### src/rtl/adder_share_pkg.sv
// adder_share_pkg: shared constants, the response entry layout and a
// ceiling-log2 helper used by the adder-sharing scheduler.
package adder_share_pkg;

  // Operand width of the shared adder
  localparam int OPW     = 16;
  // Widest requester id the response entry can carry (NREQ up to 8)
  localparam int ID_MAXW = 3;

  // One response as it sits in the FIFO
  typedef struct packed {
    logic [OPW-1:0]     sum;
    logic               cout;
    logic [ID_MAXW-1:0] id;
  } rsp_entry_t;

  // Ceiling log2, at least 1 for n >= 2
  function automatic int clog2(input int n);
    int r;
    r = 0;
    for (int v = n - 1; v > 0; v = v >> 1) begin
      r = r + 1;
    end
    return r;
  endfunction

endpackage

### src/rtl/adder_share_rsp_fifo.sv
// adder_share_rsp_fifo: synchronous FIFO whose head entry lives in its own
// register, so the read data never depends combinationally on the write side.
module adder_share_rsp_fifo
  import adder_share_pkg::*;
#(
  parameter int DEPTH = 8,
  parameter int W     = 20,
  parameter int CW    = clog2(DEPTH + 1)
) (
  input  logic          clk,
  input  logic          reset,
  input  logic          wr_en,
  input  logic [W-1:0]  wr_data,
  input  logic          rd_en,
  output logic [W-1:0]  rd_data,
  output logic [CW-1:0] count,
  output logic          full,
  output logic          empty
);

  localparam int PW = clog2(DEPTH);

  logic [W-1:0]  mem_r [DEPTH];
  logic [PW-1:0] wr_ptr_r;
  logic [PW-1:0] rd_ptr_r;
  logic [PW-1:0] wr_ptr_nxt_s;
  logic [PW-1:0] rd_ptr_nxt_s;
  logic [CW-1:0] count_r;
  logic [W-1:0]  head_r;
  logic [W-1:0]  head_nxt_s;
  logic          rd_ok_s;
  logic          wr_ok_s;

  assign full    = (count_r == CW'(DEPTH));
  assign empty   = (count_r == CW'(0));
  assign count   = count_r;
  assign rd_data = head_r;
  assign rd_ok_s = rd_en && !empty;
  assign wr_ok_s = wr_en && (!full || rd_ok_s);

  // Pointer increments with wrap at DEPTH (DEPTH need not be a power of two)
  always_comb begin
    wr_ptr_nxt_s = (wr_ptr_r == PW'(DEPTH - 1)) ? PW'(0) : wr_ptr_r + PW'(1);
    rd_ptr_nxt_s = (rd_ptr_r == PW'(DEPTH - 1)) ? PW'(0) : rd_ptr_r + PW'(1);
  end

  // Next head: following stored entry, or the incoming write when the FIFO drains to it
  always_comb begin
    head_nxt_s = head_r;
    if (rd_ok_s) begin
      if (count_r > CW'(1)) begin
        head_nxt_s = mem_r[rd_ptr_nxt_s];
      end else if (wr_ok_s) begin
        head_nxt_s = wr_data;
      end else begin
        head_nxt_s = '0;
      end
    end else if (empty && wr_ok_s) begin
      head_nxt_s = wr_data;
    end else begin
      head_nxt_s = head_r;
    end
  end

  // Pointers, occupancy and head register
  always_ff @(posedge clk or negedge reset) begin
    if (!reset) begin
      wr_ptr_r <= '0;
      rd_ptr_r <= '0;
      count_r  <= '0;
      head_r   <= '0;
    end else begin
      if (wr_ok_s) wr_ptr_r <= wr_ptr_nxt_s;
      if (rd_ok_s) rd_ptr_r <= rd_ptr_nxt_s;
      case ({wr_ok_s, rd_ok_s})
        2'b10:   count_r <= count_r + CW'(1);
        2'b01:   count_r <= count_r - CW'(1);
        default: count_r <= count_r;
      endcase
      head_r <= head_nxt_s;
    end
  end

  // Entry storage
  always_ff @(posedge clk or negedge reset) begin
    if (!reset) begin
      for (int i = 0; i < DEPTH; i++) mem_r[i] <= '0;
    end else if (wr_ok_s) begin
      mem_r[wr_ptr_r] <= wr_data;
    end
  end

  adder_share_rsp_fifo_chk u_chk (
    .clk   (clk),
    .reset (reset),
    .wr_en (wr_en),
    .rd_en (rd_ok_s),
    .full  (full)
  );

endmodule

### src/rtl/adder_share_rsp_fifo_chk.sv
// adder_share_rsp_fifo_chk: overflow checker for the response FIFO.
module adder_share_rsp_fifo_chk (
  input logic clk,
  input logic reset,
  input logic wr_en,
  input logic rd_en,
  input logic full
);

  // A write into a full FIFO without a same-cycle read would lose a result
  a_no_overflow: assert property (@(posedge clk) disable iff (!reset)
    !(wr_en && full && !rd_en))
    else $error("adder_share_rsp_fifo overflow");

endmodule

### src/rtl/adder_share_sched.sv
// adder_share_sched: shares one LAT-deep pipelined adder between NREQ
// requesters. Results are tagged through a shadow pipeline and parked in a
// credit-protected response FIFO so the adder never has to stall.
// Optional feature macro: ADDER_SHARE_RR_EN selects round-robin arbitration;
// without it the lowest requester index always wins.
module adder_share_sched
  import adder_share_pkg::*;
#(
  parameter int NREQ       = 4,
  parameter int LAT        = 4,
  parameter int FIFO_DEPTH = 8
) (
  input  logic                   clk,
  input  logic                   reset,
  input  logic [NREQ-1:0]        req_valid,
  output logic [NREQ-1:0]        req_ready,
  input  logic [OPW*NREQ-1:0]    req_a,
  input  logic [OPW*NREQ-1:0]    req_b,
  input  logic [NREQ-1:0]        req_cin,
  output logic [OPW-1:0]         add_a,
  output logic [OPW-1:0]         add_b,
  output logic                   add_cin,
  input  logic [OPW-1:0]         add_sum,
  input  logic                   add_cout,
  output logic                   rsp_valid,
  input  logic                   rsp_ready,
  output logic [OPW-1:0]         rsp_sum,
  output logic                   rsp_cout,
  output logic [clog2(NREQ)-1:0] rsp_id
);

  localparam int IDW = clog2(NREQ);
  localparam int IFW = clog2(LAT + 1);
  localparam int CW  = clog2(FIFO_DEPTH + 1);

  if (NREQ < 2 || NREQ > 8) begin : g_bad_nreq
    $error("adder_share_sched: NREQ must be 2..8");
  end
  if (LAT < 1 || LAT > 8) begin : g_bad_lat
    $error("adder_share_sched: LAT must be 1..8");
  end
  if (FIFO_DEPTH < LAT + 1) begin : g_bad_depth
    $error("adder_share_sched: FIFO_DEPTH must be at least LAT+1");
  end

  logic [IDW-1:0] gid_s;
  logic [IDW-1:0] idx_s;
  logic           found_s;
  logic           credit_s;
  logic           issue_s;
  logic           retire_s;
  logic           tag_valid_r [LAT];
  logic [IDW-1:0] tag_id_r    [LAT];
  logic [IFW-1:0] inflight_r;
  logic [CW-1:0]  fifo_count_s;
  logic           fifo_full_s;
  logic           fifo_empty_s;
  rsp_entry_t     wr_entry_s;
  rsp_entry_t     head_s;
  logic           unused_s;

`ifdef ADDER_SHARE_RR_EN
  logic [IDW-1:0] last_grant_r;
`endif

  // Conservative credit: a pop in this same cycle is not counted
  assign credit_s = (int'(inflight_r) + int'(fifo_count_s)) < FIFO_DEPTH;
  assign issue_s  = found_s && credit_s && reset;
  assign retire_s = tag_valid_r[LAT-1];

  // Arbitration: pick the winning requester among those with valid high
  always_comb begin
    gid_s   = '0;
    idx_s   = '0;
    found_s = 1'b0;
`ifdef ADDER_SHARE_RR_EN
    for (int k = 1; k <= NREQ; k++) begin
      idx_s = IDW'((int'(last_grant_r) + k) % NREQ);
      if (!found_s && req_valid[idx_s]) begin
        found_s = 1'b1;
        gid_s   = idx_s;
      end else begin
        found_s = found_s;
      end
    end
`else
    for (int i = NREQ - 1; i >= 0; i--) begin
      idx_s = IDW'(i);
      if (req_valid[idx_s]) begin
        found_s = 1'b1;
        gid_s   = idx_s;
      end else begin
        found_s = found_s;
      end
    end
`endif
  end

  // Grant and operand steering to the shared adder; zeros when idle
  always_comb begin
    req_ready = '0;
    add_a     = '0;
    add_b     = '0;
    add_cin   = 1'b0;
    if (issue_s) begin
      req_ready[gid_s] = 1'b1;
      add_a            = req_a[int'(gid_s)*OPW +: OPW];
      add_b            = req_b[int'(gid_s)*OPW +: OPW];
      add_cin          = req_cin[gid_s];
    end else begin
      req_ready = '0;
    end
  end

`ifdef ADDER_SHARE_RR_EN
  // Round-robin pointer moves only on an actual transfer
  always_ff @(posedge clk or negedge reset) begin
    if (!reset) begin
      last_grant_r <= IDW'(NREQ - 1);
    end else if (issue_s) begin
      last_grant_r <= gid_s;
    end
  end
`endif

  // Tag pipeline shadowing the adder latency
  always_ff @(posedge clk or negedge reset) begin
    if (!reset) begin
      for (int i = 0; i < LAT; i++) begin
        tag_valid_r[i] <= 1'b0;
        tag_id_r[i]    <= '0;
      end
    end else begin
      tag_valid_r[0] <= issue_s;
      tag_id_r[0]    <= gid_s;
      for (int i = 1; i < LAT; i++) begin
        tag_valid_r[i] <= tag_valid_r[i-1];
        tag_id_r[i]    <= tag_id_r[i-1];
      end
    end
  end

  // Count of operations inside the adder
  always_ff @(posedge clk or negedge reset) begin
    if (!reset) begin
      inflight_r <= '0;
    end else begin
      case ({issue_s, retire_s})
        2'b10:   inflight_r <= inflight_r + IFW'(1);
        2'b01:   inflight_r <= inflight_r - IFW'(1);
        default: inflight_r <= inflight_r;
      endcase
    end
  end

  // Assemble the retiring result for the FIFO
  always_comb begin
    wr_entry_s      = '0;
    wr_entry_s.sum  = add_sum;
    wr_entry_s.cout = add_cout;
    wr_entry_s.id   = ID_MAXW'(tag_id_r[LAT-1]);
  end

  adder_share_rsp_fifo #(
    .DEPTH (FIFO_DEPTH),
    .W     ($bits(rsp_entry_t)),
    .CW    (CW)
  ) u_fifo (
    .clk     (clk),
    .reset   (reset),
    .wr_en   (retire_s),
    .wr_data (wr_entry_s),
    .rd_en   (rsp_valid && rsp_ready),
    .rd_data (head_s),
    .count   (fifo_count_s),
    .full    (fifo_full_s),
    .empty   (fifo_empty_s)
  );

  assign rsp_valid = !fifo_empty_s;
  assign rsp_sum   = head_s.sum;
  assign rsp_cout  = head_s.cout;
  assign rsp_id    = head_s.id[IDW-1:0];

  // Full is implied by credit; upper id bits are spare for small NREQ
  assign unused_s = ^{fifo_full_s, head_s.id};

endmodule
### config.mk
export PLATFORM = sky130hd
export DESIGN_NAME = adder_share_sched
export DESIGN_NICKNAME = d
export VERILOG_FILES = /design/src/rtl/adder_share_pkg.sv /design/src/rtl/adder_share_rsp_fifo.sv /design/src/rtl/adder_share_rsp_fifo_chk.sv /design/src/rtl/adder_share_sched.sv
export SDC_FILE = /design/constraint.sdc
export NUM_CORES = 1
export LEC_CHECK = 0
export ABC_CLOCK_PERIOD_IN_PS = 6400
export CORE_ASPECT_RATIO = 1.75
export CORE_MARGIN = 5
export CORE_UTILIZATION = 44
export CTS_BUF_LIST = sky130_fd_sc_hd__clkbuf_16
export DETAILED_ROUTE_END_ITERATION = 12
export PLACE_DENSITY = 0.69
export SYNTH_ARGS = -nofsm -noshare
export SYNTH_HDL_FRONTEND = slang
export SYNTH_HIERARCHICAL = 1
export SYNTH_SLANG_ARGS = --single-unit
### constraint.sdc
create_clock -name clk -period 6.4 [get_ports clk]
set_input_delay 1.28 -clock clk [delete_from_list [all_inputs] [get_ports clk]]
set_output_delay 1.28 -clock clk [all_outputs]
set_load 0.01 [all_outputs]
# After elaboration in Yosys (flattened, before gate mapping)

Cells that the tools add are included.

Output and inout bits: 57
Word-level logic and storage cells: 91
Flip-flop bits (word level): 205
Input bits: 156

Equality and inequality tests: 7
Shifts and indexed selects: 2
$lt $le $gt $ge: 7
$add $sub $neg: 7
Multiplexer cells: 30
Reduce and logical (&&, ||, !) cells: 15
Bitwise operators: 2

Operators with widths:

| cell                | count |
|---|---|
| $bwmux 160          | 1 |
| $mux 20             | 7 |
| $shiftx 64x7->16    | 2 |
| $bmux 20 s3         | 1 |
| $demux 20 s3        | 1 |
| $mux 16             | 2 |
| $add 3x1->3 const B | 3 |
| $ge 4x4->1 const B  | 2 |
| $logic_and 1x1->1   | 8 |
| $mux 2              | 4 |
| $not 3->4           | 2 |
| $pmux 4 s2          | 1 |
| $mux 1              | 7 |
| $eq 3x3->1 const B  | 2 |
| $mux 3              | 2 |
| $pmux 3 s2          | 1 |
| $reduce_bool 2->1   | 3 |
| $add 3x4->5         | 1 |
| $lt 5x4->1 const B  | 1 |
| $add 4x1->4 const B | 1 |
| $eq 2x1->1 const B  | 2 |
| $eq 2x2->1 const B  | 2 |
| $eq 4x4->1 const B  | 1 |
| $gt 4x1->1 const B  | 1 |
| other kinds (11)    | 12 |

# Logic depth before layout (Yosys ltp)

Gate-level depths: netlist (run 1).

Word-level depth: 9
Depth in mapped cells: 14

# Modules after synthesis

The synthesis (run 1) kept the hierarchy.

Modules (own cells, without submodules):

| module               | cells each | area an instance (um2) | sequential area each (um2) | instances |
|---|---|---|---|---|
| adder_share_rsp_fifo | 803        | 9880.7                 | 4754.6                     | 1 |
| adder_share_sched    | 246        | 2082.0                 | 375.4                      | 1 |

# Least setup slack after synthesis (run 1)

No wires, ideal clock.

Kind: input port to output port
Start point: in req_valid[0]
End point: out add_a[0]
Data required time: 5120 ps
Path buffers: 2
Setup slack: 2775 ps
Arrival: 2345 ps
Stages on the path: 5
Cells stage by stage: buf_2 nor4b_4 buf_6 a222oi_1 a21oi_1

Cells in the longest elaborated chain, start to end: 4
Elaborated cells between the ends (all ways): 6
Classes of those cells: shift (1); mux (3); reduce/logical (2)

RTL lines:

| element                                                                  | RTL line                 | text |
|---|---|---|
| from (decl)                                                              | adder_share_sched.sv:15  | `input logic [NREQ-1:0] req_valid,` |
| parallel branches: the longest is 3 deep, another holds $shiftx 64x7->16 | n/a                      |  |
| $mux 16 *                                                                | adder_share_sched.sv:105 | `if (issue_s) begin` |
| to (decl)                                                                | adder_share_sched.sv:20  | `output logic [OPW-1:0] add_a,` |

Mark *: on every way between the ends.

# Final worst setup path (run 1)

Start point: in req_valid[1]
End point: out add_a[1]

Cells in the longest elaborated chain, start to end: 5
Elaborated cells between the ends (all ways): 8
Classes of those cells: shift (1); mux (5); reduce/logical (2)

RTL lines:

| element                                                                  | RTL line |
|---|---|
| parallel branches: the longest is 4 deep, another holds $shiftx 64x7->16 | n/a |
| $mux 16 *                                                                | adder_share_sched.sv:105 |

Marked as above.

==> results.sh, run 1 <==
export IMPL_hp_class="reg -> reg"
export IMPL_grt_pass1_vias=9433
export IMPL_grt_overflow=0
export IMPL_worst_pin_slew_ns=1.18
export IMPL_slew_violations=0
export IMPL_synth_nets=1182
export IMPL_die_y_um=224
export IMPL_cts_root_buf="clkbuf_16"
export IMPL_multi_input_area_mm2=0.00582
export IMPL_grt_pass1_wl_um=52900
export IMPL_outcome="completed"
export IMPL_avgRoutedWirePerCell_um=22.8
export IMPL_crit_path_end="add_a[1]"
export IMPL_max_cap_violations=0
export IMPL_clk_latency_ns=0.44
export IMPL_netlist_instances=1014
export IMPL_final_util=0.548
export IMPL_layout_drive_gt1_share=0.237
export IMPL_syn_area_mm2=0.0115
export IMPL_setup_viol_count_final=0
export IMPL_cts_setup_buffers=0
export IMPL_dp_hpwl_um=22400
export IMPL_end_kind="output port"
export IMPL_rr_worst_depth=12
export IMPL_timing_final_ws_setup_ns=1.27
export IMPL_worst_setup_path_type="in -> out"
export IMPL_critPathLaunch="req_valid[1]"
export IMPL_period_needed_ns=5.13
export IMPL_synth_area_per_cell_um2=11.4
export IMPL_area_growth_pct=23.1
export IMPL_clock_sinks=196
export IMPL_rr_startpoint="u_fifo/count[0]"
export IMPL_min_period_over_period=0.802
export IMPL_max_slew_margin=0.210
export IMPL_drc=0
export IMPL_cellPowerDensity_mw_per_mm2=446
export IMPL_die_w_um=132
export IMPL_core_area_mm2=0.0259
export IMPL_hold_viol_final=0
export IMPL_num_vias=8914
export IMPL_nFillCells=2200
export IMPL_met1_length_um=13000
export IMPL_crit_fanout=37
export IMPL_fin_hold_ws_ns=0.349
export IMPL_cts_buffers=17
export IMPL_route_met2_wl_um=17800
export IMPL_critPathArrivalTime_ns=3.85
export IMPL_max_clock_freq_mhz=195
export IMPL_worstPathRequired_ns=5.12
export IMPL_startpoint_type="input pin"
export IMPL_ios=213
export IMPL_viasPerCell=6.01
export IMPL_clk_pin_slew_ns=0.07
export IMPL_routed_top_layer="met5"
export IMPL_cellLeakagePower_nw=5.79
export IMPL_wirelength_um=33800
export IMPL_met3_length_um=2000
export IMPL_cts_resized=0
export IMPL_tns_ns=0
export IMPL_r2r_setup_slack_ns=2.44
export IMPL_rsz0062_at_grt="false"
export IMPL_start_util=0.445
export IMPL_firstDrtPassIters=7
export IMPL_antenna_cells=0
export IMPL_ir_drop_mv=0.335
export IMPL_cts_max_path_buffers=2
export IMPL_fp_row_count=78
export IMPL_fin_skew_ns=0.00950
export IMPL_io_buffers=212
export IMPL_cts_hold_buffers=0
export IMPL_dp_slack_ns=1.29
export IMPL_ys_warn_count=6
export IMPL_detail_route_antenna_nets=0
export IMPL_reg2reg_to="u_fifo/mem_r[112]"
export IMPL_final_cell_mix="clkdlybuf4s50_1 (209), dfrtp_1 (195), mux2_2 (131)"
export IMPL_antenna_found_initial=2
export IMPL_dr_first_iter_drc_count=563
export IMPL_grt_usage=0.225
export IMPL_globalplace_congestion=0.851
export IMPL_finalNetCount=1320
export IMPL_h_tree_depth=4
export IMPL_dieArea_mm2=0.0296
export IMPL_grt_max_degree=79
export IMPL_seqCellArea_mm2=0.00491
export IMPL_cts_tree="done"
export IMPL_layout_commonest_cell="clkdlybuf4s50_1"
-- per-stage QoR --
stage          instances  power (mW)  cell area [µm²]
2_1_floorplan       1014        4.32            11500
3_3_place_gp        1453        5.17            13600
3_5_place_dp        1453        5.25            13600
4_1_cts             1484        6.36            14200
5_1_grt             1484        6.72            14200
6_report            1484        6.32            14200
-- flip-flops by register name, indices dropped and copies added (netlist names) --
signal and cells:
u_fifo/count 4, u_fifo/rd_data 19, u_fifo/wr_ptr_r 3, retire_s 1, tag_id_r 8, u_fifo/mem_r 152, tag_valid_r 3, u_fifo/rd_ptr_r 3
inflight_r 3
-- worst max-delay path, stage by stage --
cell             delay [ns]
clkdlybuf4s50_1        0.53
buf_4                  0.40
nor2b_2                0.21
buf_4                  0.35
a222oi_1               0.12
a21oi_1                0.34
clkdlybuf4s50_1        0.61
-- layer usage --
metal / up-vias / track usage
met5: - / 0
met1: 4430 / 0.254
li1: 4090 / -
met3: 60 / 0.0452
met2: 332 / 0.412
met4: 2 / 0.0865
-- final cells by class --
cell class,instances,share of cell area
Timing Repair Buffer,240,0.164
Clock inverter,14,0.0122
Tap cell,320,0.0282
Multi-Input combinational cell,665,0.411
Inverter,32,0.00882
Clock buffer,17,0.0300
Sequential cell,196,0.346
-- worst min-delay path by stage --
stage                   startpoint           to  slack [ns]  depth (start not counted)
CTS                    tag_id_r[2]  tag_id_r[0]        0.35                          0
global placement       tag_id_r[7]  tag_id_r[5]        0.33                          0
global route           tag_id_r[7]  tag_id_r[5]        0.35                          0
floorplan           tag_valid_r[1]     retire_s        0.33                          0
detailed placement     tag_id_r[7]  tag_id_r[5]        0.33                          0
finish                 tag_id_r[7]  tag_id_r[5]        0.35                          0
-- where the power goes --
| group | leakage (nW) | switching [mW] | internal [mW] | total (mW) |
|---|---|---|---|---|
| Sequential | 2.48 | 0.326 | 1.78 | 2.11 |
| Combinational | 3.01 | 1.62 | 1.49 | 3.11 |
| Clock | 0.301 | 0.455 | 0.643 | 1.10 |
Power figures use the tool's default switching activity.
==> inputs of run 2 (changes only) <==
Settings changed: ABC_CLOCK_PERIOD_IN_PS 6400 to 4700, PLACE_DENSITY 0.69 to 0.71.
Clock period 6.4 ns to 4.7 ns, I/O delays scaled along.
==> results.sh, run 2 (synthesized netlist as in run 1, its figures left out) <==
export IMPL_io_buffers=212
export IMPL_fin_skew_ns=0.00942
export IMPL_detail_route_antenna_nets=0
export IMPL_grt_usage=0.225
export IMPL_ir_drop_mv=0.473
export IMPL_p_seq_frac=0.338
export IMPL_max_slew_margin=0.281
export IMPL_outcome="completed"
export IMPL_grt_pass1_vias=9616
export IMPL_die_w_um=132
export IMPL_globalplace_congestion=0.872
export IMPL_cellLeakagePower_nw=5.79
export IMPL_drc=0
export IMPL_viasPerCell=6.00
export IMPL_hp_class="reg -> reg"
export IMPL_h_tree_depth=4
export IMPL_num_vias=8938
export IMPL_cts_setup_buffers=0
export IMPL_fp_row_count=78
export IMPL_final_cell_mix="clkdlybuf4s50_1 (209), dfrtp_1 (195), mux2_2 (131)"
export IMPL_setup_viol_count_final=0
export IMPL_rsz0062_at_grt="false"
export IMPL_tns_ns=0
export IMPL_p_int_mw=5.20
export IMPL_period_needed_ns=4.27
export IMPL_cts_max_path_buffers=2
export IMPL_fin_cells=1490
export IMPL_avgRoutedWirePerCell_um=22.8
export IMPL_rr_worst_depth=10
export IMPL_clock_power_share=0.160
export IMPL_cts_tree="done"
export IMPL_grt_overflow=0
export IMPL_max_cap_violations=0
export IMPL_dp_hpwl_um=22700
export IMPL_largest_register_ffs=152
export IMPL_clock_sinks=196
export IMPL_dp_cells=1458
export IMPL_min_period_over_period=0.908
export IMPL_grt_pass1_wl_um=52500
export IMPL_worst_setup_path_type="in -> out"
export IMPL_dr_first_iter_drc_count=634
export IMPL_worst_pin_slew_ns=1.08
export IMPL_finalNetCount=1325
export IMPL_pwr_share_comb=0.501
export IMPL_area_growth_pct=23.2
export IMPL_critPathArrivalTime_ns=3.33
export IMPL_regMostFlops="u_fifo/mem_r"
export IMPL_cellPowerDensity_mw_per_mm2=599
export IMPL_slew_violations=0
export IMPL_die_y_um=224
export IMPL_clk_pin_slew_ns=0.07
export IMPL_ios=213
export IMPL_dieArea_mm2=0.0296
export IMPL_layout_commonest_cell="clkdlybuf4s50_1"
export IMPL_end_kind="output port"
export IMPL_r2r_setup_slack_ns=1.75
export IMPL_antenna_found_initial=1
export IMPL_grt_max_degree=79
export IMPL_rr_startpoint="u_fifo/count[2]"
export IMPL_antenna_cells=0
export IMPL_p_sw_mw=3.30
export IMPL_wirelength_um=33900
export IMPL_crit_fanout=19
export IMPL_holdPathEnd="tag_id_r[3]"
export IMPL_cts_root_buf="clkbuf_16"
export IMPL_cts_hold_buffers=0
export IMPL_hold_viol_final=0
export IMPL_reg2reg_to="inflight_r[2]"
export IMPL_max_clock_freq_mhz=234
export IMPL_cts_resized=0
export IMPL_core_area_mm2=0.0259
export IMPL_start_util=0.445
export IMPL_startpoint_type="input pin"
export IMPL_nFillCells=2225
export IMPL_firstDrtPassIters=5
export IMPL_worstPathRequired_ns=3.76
export IMPL_min_from="tag_id_r[5]"
export IMPL_hold_depth=0
export IMPL_layout_drive_gt1_share=0.241
export IMPL_clk_latency_ns=0.43
export IMPL_netSwitchingFraction=0.388
export IMPL_cts_buffers=17
## run 2: power by group through the flow
stage	clock (mW)	sequential, mW	combinational, mW
6_report	1.36	2.88	4.26
5_1_grt	1.46	2.97	4.60
4_1_cts	1.39	2.88	4.28
3_5_place_dp	0	2.91	4.26
3_3_place_gp	0	2.87	4.17
2_1_floorplan	0	2.75	3.13
## run 2: layer usage
layer / track usage / share of wire / up-vias
li1: - / - / 4091
met1: 0.238 / 0.37 / 4435
met2: 0.418 / 0.53 / 342
met3: 0.0517 / 0.061 / 68
met4: 0.0999 / 0.042 / 2
met5: 0 / 0.00059 / -
## run 2: per-stage QoR
step           instance area, µm²  hold slack [ns]   util  total power, mW  setup WS [ns]
2_1_floorplan               11500            0.331      -             5.88           1.76
3_3_place_gp                13600            0.335  0.528             7.04          0.431
3_5_place_dp                13600            0.336  0.528             7.17          0.430
4_1_cts                     14200            0.353  0.549             8.55          0.426
5_1_grt                     14200            0.357  0.549             9.03          0.362
6_report                    14200            0.351  0.549             8.49          0.432
## run 2: worst max-delay path by stage
stage | start | endpoint | cells after the start
after floorplan | req_valid[0] | add_a[0] | 5
after global placement | req_valid[3] | add_a[0] | 6
after detailed placement | req_valid[3] | add_a[0] | 6
after CTS | req_valid[3] | add_a[0] | 6
after global routing | req_valid[0] | add_a[0] | 6
final | req_valid[3] | add_a[0] | 6
## run 2: final cells by class
| cell class | instances | area, µm² | share of cell area |
|---|---|---|---|
| clock buffers | 17 | 425 | 0.0300 |
| clock inverters | 15 | 119 | 0.00838 |
| flip-flops and latches | 196 | 4910 | 0.346 |
| multi-input cells | 665 | 5820 | 0.410 |
| repair buffers | 245 | 2390 | 0.168 |
| inverters | 32 | 125 | 0.00882 |
| well taps | 320 | 400 | 0.0282 |
## run 2: critical path, stage by stage
cell and delay (ns):
clkdlybuf4s50_1 0.56, or4_1 0.16, o211ai_2 0.35, buf_12 0.30, a21oi_1 0.37, clkdlybuf4s50_1 0.64
